**src/rtl/gemm_c_writeback.sv**
```systemverilog
// gemm_c_writeback
// Output writeback stage behind the GeMM accelerator. Each wide tile write
// (M*N elements of OutDataWidth bits) is captured into a small circular
// buffer of Depth tiles. Tiles are then drained one element per beat to a
// narrow, element-addressed C memory port with a valid/ready handshake.
//
// Ports:
//   clk_i, rst_ni   clock and asynchronous active-low reset
//   tile_we_i       tile write strobe from the accelerator
//   tile_addr_i     tile index for the strobed tile
//   tile_wdata_i    full tile; element e = m*N+n at [e*OutDataWidth +: OutDataWidth]
//   out_valid_o     element beat valid
//   out_ready_i     downstream accepts the current beat
//   out_addr_o      element address = tile_addr*M*N + e (mod 2^AddrWidth)
//   out_data_o      element data
//   occupancy_o     tiles held, including the one draining
//   overflow_o      sticky flag: a tile write was dropped because the buffer was full
//   idle_o          buffer empty, no beat pending
module gemm_c_writeback #(
  parameter int OutDataWidth = 32,
  parameter int M            = 4,
  parameter int N            = 4,
  parameter int AddrWidth    = 16,
  parameter int Depth        = 2
) (
  input  logic                         clk_i,
  input  logic                         rst_ni,
  input  logic                         tile_we_i,
  input  logic [AddrWidth-1:0]         tile_addr_i,
  input  logic [OutDataWidth*M*N-1:0]  tile_wdata_i,
  output logic                         out_valid_o,
  input  logic                         out_ready_i,
  output logic [AddrWidth-1:0]         out_addr_o,
  output logic [OutDataWidth-1:0]      out_data_o,
  output logic [$clog2(Depth+1)-1:0]   occupancy_o,
  output logic                         overflow_o,
  output logic                         idle_o
);

  localparam int Elems = M * N;
  localparam int ElemW = (Elems > 1) ? $clog2(Elems) : 1;
  localparam int PtrW  = (Depth > 1) ? $clog2(Depth) : 1;
  localparam int OccW  = $clog2(Depth + 1);
  localparam int TileW = OutDataWidth * Elems;

  typedef enum logic {
    IDLE,
    DRAIN
  } state_e;

  state_e               state_q, state_d;
  logic [PtrW-1:0]      wr_ptr_q, wr_ptr_d;
  logic [PtrW-1:0]      rd_ptr_q, rd_ptr_d;
  logic [OccW-1:0]      occ_q, occ_d;
  logic [ElemW-1:0]     elem_q, elem_d;
  logic                 overflow_q, overflow_d;

  logic [AddrWidth-1:0] tile_addr_q [Depth];
  logic [TileW-1:0]     tile_data_q [Depth];

  logic                 draining;
  logic                 beat;
  logic                 last_beat;
  logic                 full;
  logic                 push;
  logic [TileW-1:0]     head_data;
  logic [OutDataWidth-1:0] head_elems [Elems];

  // Pointers wrap at Depth, which need not be a power of two.
  function automatic logic [PtrW-1:0] next_ptr(input logic [PtrW-1:0] p);
    return (p == PtrW'(Depth - 1)) ? '0 : p + 1'b1;
  endfunction

  // A full buffer can still accept a tile on the cycle its head tile
  // finishes, since that slot frees up at the same edge.
  always_comb begin
    draining  = (state_q == DRAIN);
    beat      = draining && out_ready_i;
    last_beat = beat && (elem_q == ElemW'(Elems - 1));
    full      = (occ_q == OccW'(Depth));
    push      = tile_we_i && (!full || last_beat);
  end

  // Next-state logic for the FSM, pointers, element counter and flags.
  always_comb begin
    state_d    = state_q;
    wr_ptr_d   = wr_ptr_q;
    rd_ptr_d   = rd_ptr_q;
    occ_d      = occ_q;
    elem_d     = elem_q;
    overflow_d = overflow_q;

    if (push) begin
      wr_ptr_d = next_ptr(wr_ptr_q);
    end else if (tile_we_i) begin
      overflow_d = 1'b1;
    end

    if (last_beat) begin
      elem_d   = '0;
      rd_ptr_d = next_ptr(rd_ptr_q);
    end else if (beat) begin
      elem_d = elem_q + 1'b1;
    end

    case ({push, last_beat})
      2'b10:   occ_d = occ_q + 1'b1;
      2'b01:   occ_d = occ_q - 1'b1;
      default: occ_d = occ_q;
    endcase

    case (state_q)
      IDLE: begin
        if (push) begin
          state_d = DRAIN;
        end
      end
      DRAIN: begin
        if (last_beat && !push && (occ_q == OccW'(1))) begin
          state_d = IDLE;
        end
      end
      default: state_d = IDLE;
    endcase
  end

  // Control state; reset throws away every buffered tile at once.
  always_ff @(posedge clk_i or negedge rst_ni) begin
    if (!rst_ni) begin
      state_q    <= IDLE;
      wr_ptr_q   <= '0;
      rd_ptr_q   <= '0;
      occ_q      <= '0;
      elem_q     <= '0;
      overflow_q <= 1'b0;
    end else begin
      state_q    <= state_d;
      wr_ptr_q   <= wr_ptr_d;
      rd_ptr_q   <= rd_ptr_d;
      occ_q      <= occ_d;
      elem_q     <= elem_d;
      overflow_q <= overflow_d;
    end
  end

  // Tile storage needs no reset: it is only read while DRAIN says it is valid.
  always_ff @(posedge clk_i) begin
    if (push) begin
      tile_addr_q[wr_ptr_q] <= tile_addr_i;
      tile_data_q[wr_ptr_q] <= tile_wdata_i;
    end
  end

  // Beat outputs come straight from the head slot and counter, so they stay
  // put while the downstream stalls and are forced to zero when idle.
  always_comb begin
    head_data = tile_data_q[rd_ptr_q];
    for (int i = 0; i < Elems; i++) begin
      head_elems[i] = head_data[i*OutDataWidth +: OutDataWidth];
    end
    out_valid_o = draining;
    out_addr_o  = '0;
    out_data_o  = '0;
    if (draining) begin
      out_addr_o = tile_addr_q[rd_ptr_q] * AddrWidth'(Elems) + AddrWidth'(elem_q);
      out_data_o = head_elems[elem_q];
    end
    occupancy_o = occ_q;
    overflow_o  = overflow_q;
    idle_o      = (occ_q == '0);
  end

endmodule

```
**config.mk**
```make
export PLATFORM = sky130hd
export DESIGN_NAME = gemm_c_writeback
export DESIGN_NICKNAME = d
export VERILOG_FILES = /design/src/rtl/gemm_c_writeback.sv
export SDC_FILE = /design/constraint.sdc
export NUM_CORES = 1
export LEC_CHECK = 0
export CAP_MARGIN = 20
export CORE_MARGIN = 3
export CORE_UTILIZATION = 59
export DETAILED_ROUTE_END_ITERATION = 8
export PLACE_DENSITY = 0.86
export SLEW_MARGIN = 20
export SYNTH_ARGS = -nofsm -noshare
export SYNTH_HDL_FRONTEND = slang
export SYNTH_SLANG_ARGS = --single-unit
```
**constraint.sdc**
```tcl
create_clock -name clk_i -period 70.7 [get_ports clk_i]
set_clock_uncertainty 0.1 [all_clocks]
set_input_delay 10.605 -clock clk_i [delete_from_list [all_inputs] [get_ports clk_i]]
set_output_delay 10.605 -clock clk_i [all_outputs]
set_load 0.01 [all_outputs]
```
# Yosys cells after proc, flatten, opt, wreduce, memory -nomap -nowiden
# Memories as Yosys holds them, arrays and structs flattened.
# Index checks and enable logic that the tools add are counted.
totals:
  register_bits: 10
  latch_bits: 0
  mem_bits_rw: 1056
  mem_bits_ro: 0
  input_bits: 532
  output_inout_bits: 53
  wordCells: 49
  n_memories: 2
memory_table:
  columns: ["memory", "depth", "word_bits", "read_ports", "rd_clocked_by_memory_dff", "write_ports", "line", "source"]
  rows:
  - ["tile_data_q", 2, 512, 1, 0, 1, "59", "logic [TileW-1:0] tile_data_q [Depth];"]
  - ["tile_addr_q", 2, 16, 1, 0, 1, "58", "logic [AddrWidth-1:0] tile_addr_q [Depth];"]
classes:
  addsub: 6
  mul: 0
  div_mod_pow: 0
  n_lt_le_gt_ge: 1
  eq_ne: 5
  shift: 0
  mux: 14
  n_bitwise: 3
  reduce_logical: 12
op_table:
  columns: ["operator", "count"]
  rows:
  - ["32-bit binary-select mux with 4-bit select", 1]
  - ["32-bit 2-to-1 mux", 3]
  - ["16-bit by 4-bit adder with 16-bit output", 1]
  - ["16-bit 2-to-1 mux", 1]
  - ["4-bit 2-to-1 mux", 2]
  - ["5-bit greater-or-equal comparator (second input constant)", 1]
  - ["1-bit logical AND", 5]
  - ["1-bit 2-to-1 mux", 5]
  - ["4-bit inverter with 5-bit output", 1]
  - ["4-bit by 1-bit adder with 4-bit output (second input constant)", 1]
  - ["2-bit by 1-bit == test with 1-bit output (second input constant)", 2]
  - ["2-bit == test (second input constant)", 2]
  - ["4-bit == test (second input constant)", 1]
  - ["2-bit case mux with 2 select lines", 1]
  - ["2-bit nonzero test", 2]
  - ["1-bit adder (second input constant)", 2]
  - ["2-bit by 1-bit adder with 2-bit output (second input constant)", 1]
  - ["1-bit logical NOT", 2]
  - ["2-bit logical NOT", 1]
  - ["1-bit inverter", 2]
  - ["1-bit case mux with 2 select lines", 1]
  - ["2-bit AND reduction", 1]
  - ["2-bit by 1-bit subtractor with 2-bit output (second input constant)", 1]
  - ["1-bit logical OR", 1]

# Longest topological paths before layout
# Gate-level depths: netlist of the first run.
logic_depth:
  depth_word: 9
  depth_mapped: 8
  mapped_depth_nobuf: 5

# Least setup slack after synthesis of the first run
# Ideal clock, no wire load.
synth_timing:
  path_type: "in2reg"
  from: "input port out_ready_i"
  to: "memory tile_addr_q[0][0] (enable)"
  setup_time_ns: 1.423
  t_arrival_ns: 32.773
  required_ns: 69.177
  path_slack_ns: 36.404
  path_stages: 4
  path_buffers: 0
  path_cell_list: "nand3_1 -> o21ai_0 -> nand2_1 -> nor2_1"
synth_between:
  elab_chain_len: 6
synth_rtl:
  columns: ["item", "line", "source"]
  rows:
  - ["from (decl)", "32", "input logic out_ready_i,"]
  - ["1-bit logical AND", "78", "beat = draining && out_ready_i;"]
  - ["1-bit logical AND", "79", "last_beat = beat && (elem_q == ElemW'(Elems - 1));"]
  - ["1-bit logical OR", "81", "push = tile_we_i && (!full || last_beat);"]
  - ["1-bit logical AND", "81", null]
  - ["1-bit 2-to-1 mux", "148", "if (push) begin"]
  - ["1-bit 2-to-1 mux (not written as such)", "149", "tile_addr_q[wr_ptr_q] <= tile_addr_i;"]
  - ["to (decl)", "58", null]
# No other way between the ends.

# Final worst setup path of the first run
layout_timing:
  from: "register elem_q[1]"
  to: "output port out_data_o[10]"
layout_between:
  elab_chain_len: 5
layout_rtl:
  columns: ["item", "line", "source"]
  rows:
  - ["from (decl)", "55", "logic [ElemW-1:0] elem_q, elem_d;"]
  - ["from (signal assigned)", "141", "elem_q <= elem_d;"]
  - ["4-bit inverter with 5-bit output (not written as such)", "166", "out_data_o = head_elems[elem_q];"]
  - ["32-bit binary-select mux with 4-bit select", "166", null]
  - ["32-bit 2-to-1 mux (not written as such) (2 in series)", "166", null]
  - ["32-bit 2-to-1 mux", "164", "if (draining) begin"]
  - ["to (decl)", "34", "output logic [OutDataWidth-1:0] out_data_o,"]
# No other way between the ends. The select of a mux whose other input is x is not followed.

==> impl_metrics.ini, run 1 <==
[power]
cellPowerDensity_nw_per_um2 = 41.0
p_sw_share_pct = 30.4
p_leak_nw = 17.3
ir_drop_mv = 0.0394
p_total_mw = 2.09
switchingPower_mw = 0.634
clkPwrFrac_pct = 27.1
sequentialPowerShare_pct = 43.9
pwr-share-comb_pct = 29.0
p_int_mw = 1.45

[routing]
wire_per_inst_um = 30.2
via_count = 22700
routed_wl_mm = 109
avgViaCountPerCell = 6.31
drcViolationCount = 0
detail_route.first_pass.iterations = 5
drtIter0Drc = 2396
drtAntennaViolNets = 0

[layout]
nets = 3130
final_layout_size_suffix_gt1_share_pct = 12.2
syn_to_final_growth_pct = 25.2
n_fill_cell = 3564
fin_cells = 3600
design_area_um2 = 51000

[timing]
max-slew-margin-rel_pct = 13.1
hold_viol = 0
slew_viol_final = 0
tns_ns = 0
finalSetupViolations = 0
layout_min_cycle_time_ns = 16.83
worstMarginPinSlew_ns = 1.30
timing.fmax_mhz = 59.4
rsz0062_at_grt = false
finalCritPeriodShare_pct = 23.8

[die]
initial_core_util_pct = 60.1
pin_count = 585
design.core.area_um2 = 67800
die_h_um = 269
row_count = 95
die_x_um = 269
die-area_um2 = 72200

[worst_setup_path]
crit_chain = buf_4 > buf_4 > buf_12 > buf_4 > mux2i_1 > a22oi_1 > a21oi_1 > nor4_2 > clkdlybuf4s50_1
cp_top_family = buffers and inverters
cp_data_arrival_time_ns = 6.12
cp.buffers_inverters = 5
path_max_fanout = 67
required_ns = 59.99
crit_path_max_incr_delay_ns = 1.05
cp-start-kind = flip-flop
end_kind = primary output
worstSetupPathType = reg -> out
timing.critical_path.mode_cell = buf_4
slowest_stage = dfrtp_4

[place]
placed_cell_area_um2 = 47300
numPortBuffers = 580
dp.cells = 3359
place_congestion = 0.825
dp.final_hpwl_mm = 67.6

[min_path]
hp-class = reg -> reg

[cts]
post_cts_buffers = 0
cts_num_sinks = 1058
cts_tree = built
worstSkewPairLatency_ns = 0.65
cts-root-buf = clkbuf_16
cts_resized = 0
htreeDepth = 3
cts_buffers = 102
cts.path.max_buffers = 3
clk_pin_slew_worst_paths_ns = 0.06
ctsHoldBuffers = 0

[synthesis]
seq_area_frac_synth_pct = 77.9
synth_area_um2 = 40700
synth_edf_count = 1048
yosys.area.top_type_share_pct = 77.3
async_reset_ff_share_pct = 0.945
synth.most_common_cell = edfxtp_1
synth_area_leader_cell = edfxtp_1
syn_nets = 2532
synthTopCellsByArea = edfxtp_1, mux2i_1, mux4_2
avgSynthCellArea_um2 = 20.4
yosysUniqueCellTypes = 43
synth_seq_cells = 1058
synthCells = 1996
yosys-top-cells-count = edfxtp_1, mux2i_1, a22oi_1
yosys_warnings = 0
ys.flop_type = edfxtp_1

[global_routing]
grt_remaining_overflow = 0
track_usage_pct = 29.5
grt_pass1_wl_mm = 153
grt_pass1_vias = 23800
antenna_found_initial = 54
grt_max_degree = 195

[outcome]
status = completed

[job]
drv_cap = 0
[logic make-up (layout without fill, tap and decap cells)]
group / count (synthesis) / in the layout / synth area share, %
AOI/OAI and AO/OA: 237 / 237 / 4.02
xor gates and xnor gates: 4 / 4 / 0.0861
adders and majority gates: 4 / 4 / 0.123
buffers and inverters: 123 / 809 / 1.81
DFF: 1058 / 1058 / 77.9
muxes: 429 / 429 / 13.5
other: 0 / 45 / 0
and+or+nand+nor: 141 / 141 / 2.51
[path summary, 6_finish.rpt]
path / start / end / slack, ns / cells after the start
max: elem_q[1] / out_data_o[10] / 53.87 / 9
min: overflow_o / overflow_o / 0.46 / 1
max reg2reg: elem_q[1] / tile_data_q[0][362] / 64.44 / 9
min reg2reg: overflow_o / overflow_o / 0.46 / 1
max in group asynchronous: rst_ni / elem_q[1] / 59.89 / 1
min in group asynchronous: rst_ni / occupancy_o[0] / 10.20 / 1
[power groups by stage]
stage	Sequential (mW)	Combinational, mW	Clock, mW
final	0.917	0.605	0.566
after global routing	0.927	0.638	0.597
after CTS	0.917	0.604	0.572
after detailed placement	0.927	0.595	0
after global placement	0.913	0.577	0
after floorplan	1.01	0.387	0
[sequential cells by signal, indices dropped and copies added, names as in the netlist]
register / count
occupancy_o: 2
tile_data_q: 1024
rd_ptr_q: 1
tile_addr_q: 24
out_valid_o: 1
wr_ptr_q: 1
overflow_o: 1
elem_q: 4
[stage by stage]
stage	hold slack, ns	setup slack (ns)	utilization, %
6_report	0.461	53.87	75.2
5_1_grt	0.476	53.63	75.2
4_1_cts	0.449	53.68	74.9
3_5_place_dp	0.425	54.51	69.7
3_3_place_gp	0.414	54.62	69.7
2_1_floorplan	0.360	36.40	-
[final cells by class]
class                   count  area [µm²]  area share [%]
well taps                 873        1090            2.14
diodes                     45         113           0.221
clock buffers             125        2680            5.26
clock inverters            67         828            1.63
flip-flops and latches   1058       31700            62.2
multi-input cells         815        8340            16.4
inverters                   5        18.8          0.0368
repair buffers            612        6170            12.1
[cells in the final DEF (no fill, tap or decap), types with 3 or more instances in the layout]
cell type | netlist | final
bufinv_16 | 0 | 18
nor2_1 | 34 | 32
edfxtp_1 | 1048 | 1048
ha_1 | 4 | 4
clkinv_2 | 0 | 19
clkdlybuf4s50_1 | 0 | 580
nand4_1 | 32 | 32
clkbuf_16 | 0 | 104
mux4_2 | 97 | 97
buf_4 | 28 | 23
a22oi_1 | 158 | 158
nand2_1 | 4 | 3
o22ai_1 | 31 | 31
clkinv_1 | 0 | 22
nor4_2 | 31 | 30
dfrtp_1 | 10 | 7
nor2b_1 | 14 | 12
nand3_1 | 3 | 3
clkinvlp_4 | 0 | 3
xnor2_1 | 3 | 3
a21oi_1 | 38 | 38
mux2i_1 | 331 | 331
and2_1 | 6 | 5
buf_12 | 0 | 7
o21ai_0 | 4 | 4
diode_2 | 0 | 45
inv_1 | 5 | 5
clkbuf_1 | 23 | 21
[per-layer routing]
layer / GRT usage, % / vias to the layer above / part of all wire, %
met2: 50.7 / 1225 / 52
met5: 0 / - / 0.17
met4: 17.0 / 28 / 5.7
met3: 8.39 / 296 / 9.3
met1: 33.1 / 11600 / 33
li1: - / 9529 / -
Note: power is estimated with default switching activity, not from simulation.
==> inputs of run 2 (changes only) <==
--- a/config.mk
+++ b/config.mk
@@ -7,9 +7,9 @@
 export LEC_CHECK = 0
 export CAP_MARGIN = 20
 export CORE_MARGIN = 3
-export CORE_UTILIZATION = 59
+export CORE_UTILIZATION = 49
 export DETAILED_ROUTE_END_ITERATION = 8
-export PLACE_DENSITY = 0.86
+export PLACE_DENSITY = 0.76
 export SLEW_MARGIN = 20
 export SYNTH_ARGS = -nofsm -noshare
 export SYNTH_HDL_FRONTEND = slang
==> constraint.sdc (replaced) <==
create_clock -name clk_i -period 14.86 [get_ports clk_i]
set_clock_uncertainty 0.1 [all_clocks]
set_input_delay 2.229 -clock clk_i [delete_from_list [all_inputs] [get_ports clk_i]]
set_output_delay 2.229 -clock clk_i [all_outputs]
set_load 0.01 [all_outputs]
==> run 2 against run 1 <==
  * Clock power grew to 4.6 times the previous value
  * Cell count grew 4.9%
  * Non-clock buffer count shrank 4
  * Sequential power grew to 4.7 times the previous value
  * Worst hold slack lost 0.023 ns
  * Core utilization shrank 13 points
  * Routed wire length shrank 6.4%
  * Sequential cell count is the same
  * Largest power group unchanged
  * Cell area grew 0.18%
  * Die area grew 20%
==> impl_metrics.ini, run 2 (same netlist as run 1, synthesis figures left out) <==
[job]
drv_cap = 0

[global_routing]
grt_max_degree = 170
track_usage_pct = 23.1
grt_pass1_vias = 23000
antenna_found_initial = 45
grt_pass1_wl_mm = 147
grt_remaining_overflow = 0

[layout]
reg_top3 = tile_data_q (1024), tile_addr_q (24), elem_q (4)
largest_reg_flops = 1024
syn_to_final_growth_pct = 25.4
fin_util_pct = 62.1
n_fill_cell = 5648
layout_commonest_cell = edfxtp_1
final_layout_size_suffix_gt1_share_pct = 11.7
regMostFlops = tile_data_q
nets = 3129
layout_common_cells = edfxtp_1, clkdlybuf4s50_1, mux2i_1

[worst_setup_path]
path_max_fanout = 133
cp.buffers_inverters = 3
crit_chain = buf_12 > buf_4 > mux2i_1 > a22oi_1 > nand4_1 > nor4_2 > clkdlybuf4s50_1
required_ns = 12.53
cp_data_arrival_time_ns = 5.31
end_kind = primary output
crit_path_max_incr_delay_ns = 0.94
worstSetupPathType = reg -> out
slowest_stage = dfrtp_4
cp-start-kind = flip-flop
cp_top_family = buffers and inverters
r2r_setup_slack_ns = 9.65

[power]
p_leak_nw = 17.3
cellPowerDensity_nw_per_um2 = 191
p_total_mw = 9.77
ir_drop_mv = 0.214

[routing]
detail_route.first_pass.iterations = 5
routed_wl_mm = 102
via_count = 21700
avgViaCountPerCell = 5.75
wire_per_inst_um = 27.0
drtAntennaViolNets = 0
drcViolationCount = 0
drtIter0Drc = 1520

[place]
dp.final_hpwl_mm = 65.3
numPortBuffers = 580
place_congestion = 0.822

[timing]
rsz0062_at_grt = false
finalSetupViolations = 0
hold_viol = 0
worstMarginPinSlew_ns = 1.13
layout_min_cycle_time_ns = 7.64
max-slew-margin-rel_pct = 24.8
tns_ns = 0
timing.fmax_mhz = 131
slew_viol_final = 0
finalCritPeriodShare_pct = 51.4

[outcome]
status = completed

[cts]
cts-root-buf = clkbuf_16
htreeDepth = 3
ctsHoldBuffers = 0
cts.path.max_buffers = 3
post_cts_buffers = 0
worstSkewPairLatency_ns = 0.62
cts_buffers = 105
cts_resized = 0
cts_tree = built
clk_pin_slew_worst_paths_ns = 0.06
cts_num_sinks = 1058

[die]
die_h_um = 294
die-area_um2 = 86600
row_count = 105
design.core.area_um2 = 82200
die_x_um = 294
initial_core_util_pct = 49.5
pin_count = 585

[min_path]
hp-class = reg -> reg
==> run 2: cell count changes in the layout (fill, tap and decap cells not counted), moves of 2 or more <==
| cell | previous run | this run |
|---|---|---|
| buf_16 | 2 | 0 |
| buf_4 | 23 | 19 |
| clkinv_2 | 19 | 12 |
| diode_2 | 45 | 28 |
| inv_16 | 2 | 0 |
| buf_6 | 0 | 2 |
| bufinv_16 | 18 | 11 |
| clkinv_1 | 22 | 33 |
| clkinv_16 | 1 | 4 |
| clkbuf_16 | 104 | 108 |
==> run 2: final timing paths <==
path                                      from                   to  cells past startpoint
worst max-delay path                 elem_q[1]       out_data_o[16]                      7
worst min-delay path            occupancy_o[0]       occupancy_o[0]                      1
max in group asynchronous               rst_ni            elem_q[1]                      1
worst max register to register       elem_q[0]  tile_data_q[0][311]                      8
min in group asynchronous               rst_ni           overflow_o                      1
worst min register to register  occupancy_o[0]       occupancy_o[0]                      1
==> run 2: metal layers <==
metal,up-vias,GRT usage [%],share of wire (%)
met5,-,0,0.18
met4,30,10.5,4.2
met3,203,6.07,7.9
met2,827,40.9,53
met1,11100,26.3,35
li1,9520,-,-
==> run 2: where the power goes <==
group	leakage (nW)	internal [mW]	switching [mW]	total [mW]
logic	5.73	1.22	1.61	2.83
clock network	1.67	1.53	1.10	2.62
registers	9.87	4.09	0.223	4.31
total	17.3	6.84	2.93	9.77
==> run 2: area by class of cell <==
type	instances	area (µm²)	area share, %
diodes	28	70.1	0.137
clock buffers	129	2790	5.47
clock inverters	64	666	1.30
inverters	5	18.8	0.0368
multi-input cells	815	8340	16.3
flip-flops and latches	1058	31700	62.1
well taps	1070	1340	2.62
repair buffers	608	6110	12.0
==> run 2: through the flow <==
stage	setup slack (ns)	cells	instance area [µm²]	hold WS [ns]
finish	7.22	3777	51100	0.438
global route	6.96	3766	51000	0.472
CTS	7.12	3749	51000	0.434
detailed placement	7.81	3556	47500	0.427
global placement	7.88	3556	47500	0.415
floorplan	3.77	1996	40700	0.413
==> inputs of run 3 (changes only) <==
--- a/config.mk
+++ b/config.mk
@@ -7,9 +7,9 @@
 export LEC_CHECK = 0
 export CAP_MARGIN = 20
 export CORE_MARGIN = 3
-export CORE_UTILIZATION = 49
+export CORE_UTILIZATION = 54
 export DETAILED_ROUTE_END_ITERATION = 8
-export PLACE_DENSITY = 0.76
+export PLACE_DENSITY = 0.79
 export SLEW_MARGIN = 20
 export SYNTH_ARGS = -nofsm -noshare
 export SYNTH_HDL_FRONTEND = slang
==> constraint.sdc (replaced) <==
create_clock -name clk_i -period 7.8 [get_ports clk_i]
set_clock_uncertainty 0.1 [all_clocks]
set_input_delay 1.17 -clock clk_i [delete_from_list [all_inputs] [get_ports clk_i]]
set_output_delay 1.17 -clock clk_i [all_outputs]
set_load 0.01 [all_outputs]
==> run 3 against run 2 <==
  * Via count up 1.8%
  * Critical endpoint is now out_data_o[8]
  * Largest cell class unchanged
  * Clock-buffer cell count up 2
  * Cell area down 0.10%
==> impl_metrics.ini, run 3 (same netlist as run 1, synthesis figures left out) <==
[power]
ir_drop_mv = 0.238
switchingPower_mw = 5.63
clkPwrFrac_pct = 26.2
p_leak_nw = 17.3
sequentialPowerShare_pct = 44.5
p_int_mw = 12.9
p_sw_share_pct = 30.4
pwr-share-comb_pct = 29.3
cellPowerDensity_nw_per_um2 = 363
p_total_mw = 18.5

[global_routing]
grt_pass1_vias = 22900
gr-max-usage-layer = met2
grt_remaining_overflow = 0
met3_usage_pct = 6.29
gr-usage-met1_pct = 29.8
track_usage_pct = 25.6
grtUsageMet2_pct = 44.6
antenna_found_initial = 47
grt_max_degree = 170
grt_pass1_wl_mm = 146

[timing]
timing.fmax_mhz = 181
finalCritPeriodShare_pct = 70.9
slew_viol_final = 0
hold_slack_ns = 0.442
worstMarginPinSlew_ns = 1.18
tns_ns = 0
layout_min_cycle_time_ns = 5.53
finalSetupViolations = 0
fin_ws_ns = 2.27
max-slew-margin-rel_pct = 21.3
hold_viol = 0
rsz0062_at_grt = false

[die]
pin_count = 585
initial_core_util_pct = 54.6
die_x_um = 281
design.core.area_um2 = 74600
die_h_um = 281
die-area_um2 = 78700
row_count = 100

[layout]
n_fill_cell = 4696
reg_top3 = tile_data_q (1024), tile_addr_q (24), elem_q (4)
layout_commonest_cell = edfxtp_1
layout_common_cells = edfxtp_1, clkdlybuf4s50_1, mux2i_1
final_layout_size_suffix_gt1_share_pct = 12.4
syn_to_final_growth_pct = 25.3
largest_reg_flops = 1024
nets = 3140
regMostFlops = tile_data_q

[cts]
htreeDepth = 3
clk_pin_slew_worst_paths_ns = 0.06
cts_resized = 0
post_cts_buffers = 0
ctsHoldBuffers = 0
cts.path.max_buffers = 3
cts_num_sinks = 1058
worstSkewPairLatency_ns = 0.64
cts-root-buf = clkbuf_16
cts_buffers = 105
cts_tree = built

[place]
dp_slack_ns = 2.82
numPortBuffers = 580
dp.final_hpwl_mm = 67.7
place_congestion = 0.839

[worst_setup_path]
crit_path_max_incr_delay_ns = 0.91
end_kind = primary output
path_max_fanout = 88
cp_data_arrival_time_ns = 4.26
cp-start-kind = flip-flop
crit_chain = buf_12 > nor2_4 > buf_4 > a22oi_1 > a21oi_1 > nor4_2 > clkdlybuf4s50_1
required_ns = 6.53
worstSetupPathType = reg -> out
slowest_stage = dfrtp_4

[routing]
drtIter0Drc = 1810
drtAntennaViolNets = 0
avgViaCountPerCell = 5.97
routed_wl_mm = 103
wire_per_inst_um = 27.8
drcViolationCount = 0
detail_route.first_pass.iterations = 5
via_count = 22100

[outcome]
status = completed

[min_path]
hp-class = reg -> reg

[job]
drv_cap = 0
[run 3: layout make-up]
class | count | area, µm² | share of cell area, %
well taps | 969 | 1210 | 2.38
multi-input cells | 815 | 8350 | 16.4
inverters | 5 | 18.8 | 0.0368
clock inverters | 64 | 579 | 1.14
flip-flops and latches | 1058 | 31700 | 62.2
repair buffers | 619 | 6210 | 12.2
diodes | 42 | 105 | 0.206
clock buffers | 131 | 2800 | 5.49
[run 3: per-stage QoR]
step                cells  cell area (µm²)  util [%]
CTS                  3661            50900      68.3
detailed placement   3466            47500      63.7
floorplan            1996            40700         -
global route         3690            51000      68.4
finish               3703            51000      68.4
global placement     3466            47500      63.7
[run 3: critical path, delay by kind of cell (launching register included)]
| family | cells | cell delay [ns] |
|---|---|---|
| AOI/OAI and AO/OA | 2 | 0.48 |
| and+or+nand+nor | 2 | 0.49 |
| DFF | 1 | 0.91 |
| buffers and inverters | 3 | 1.62 |
[run 3: worst paths after layout]
| kind | start | endpoint | slack, ns | cells after the start |
|---|---|---|---|---|
| max | rd_ptr_q | out_data_o[8] | 2.27 | 7 |
| min | overflow_o | overflow_o | 0.44 | 1 |
| max reg2reg | elem_q[1] | tile_data_q[0][308] | 3.14 | 7 |
| min reg2reg | overflow_o | overflow_o | 0.44 | 1 |
| max in group asynchronous | rst_ni | elem_q[1] | 6.50 | 1 |
| min in group asynchronous | rst_ni | elem_q[2] | 0.75 | 1 |
[run 3: power by group through the flow]
stage	Clock, mW	Combinational, mW	Sequential, mW
CTS	4.93	5.51	8.24
global placement	0	5.34	8.25
floorplan	0	3.52	8.49
finish	4.85	5.44	8.25
global route	5.17	5.77	8.34
detailed placement	0	5.49	8.35
[run 3: per-layer routing]
layer | routed length [µm] | part of all wire (%) | up-vias
li1 | - | - | 9581
met5 | 142 | 0.14 | -
met2 | 54200 | 53 | 977
met4 | 4330 | 4.2 | 20
met3 | 8490 | 8.3 | 227
met1 | 35700 | 35 | 11300
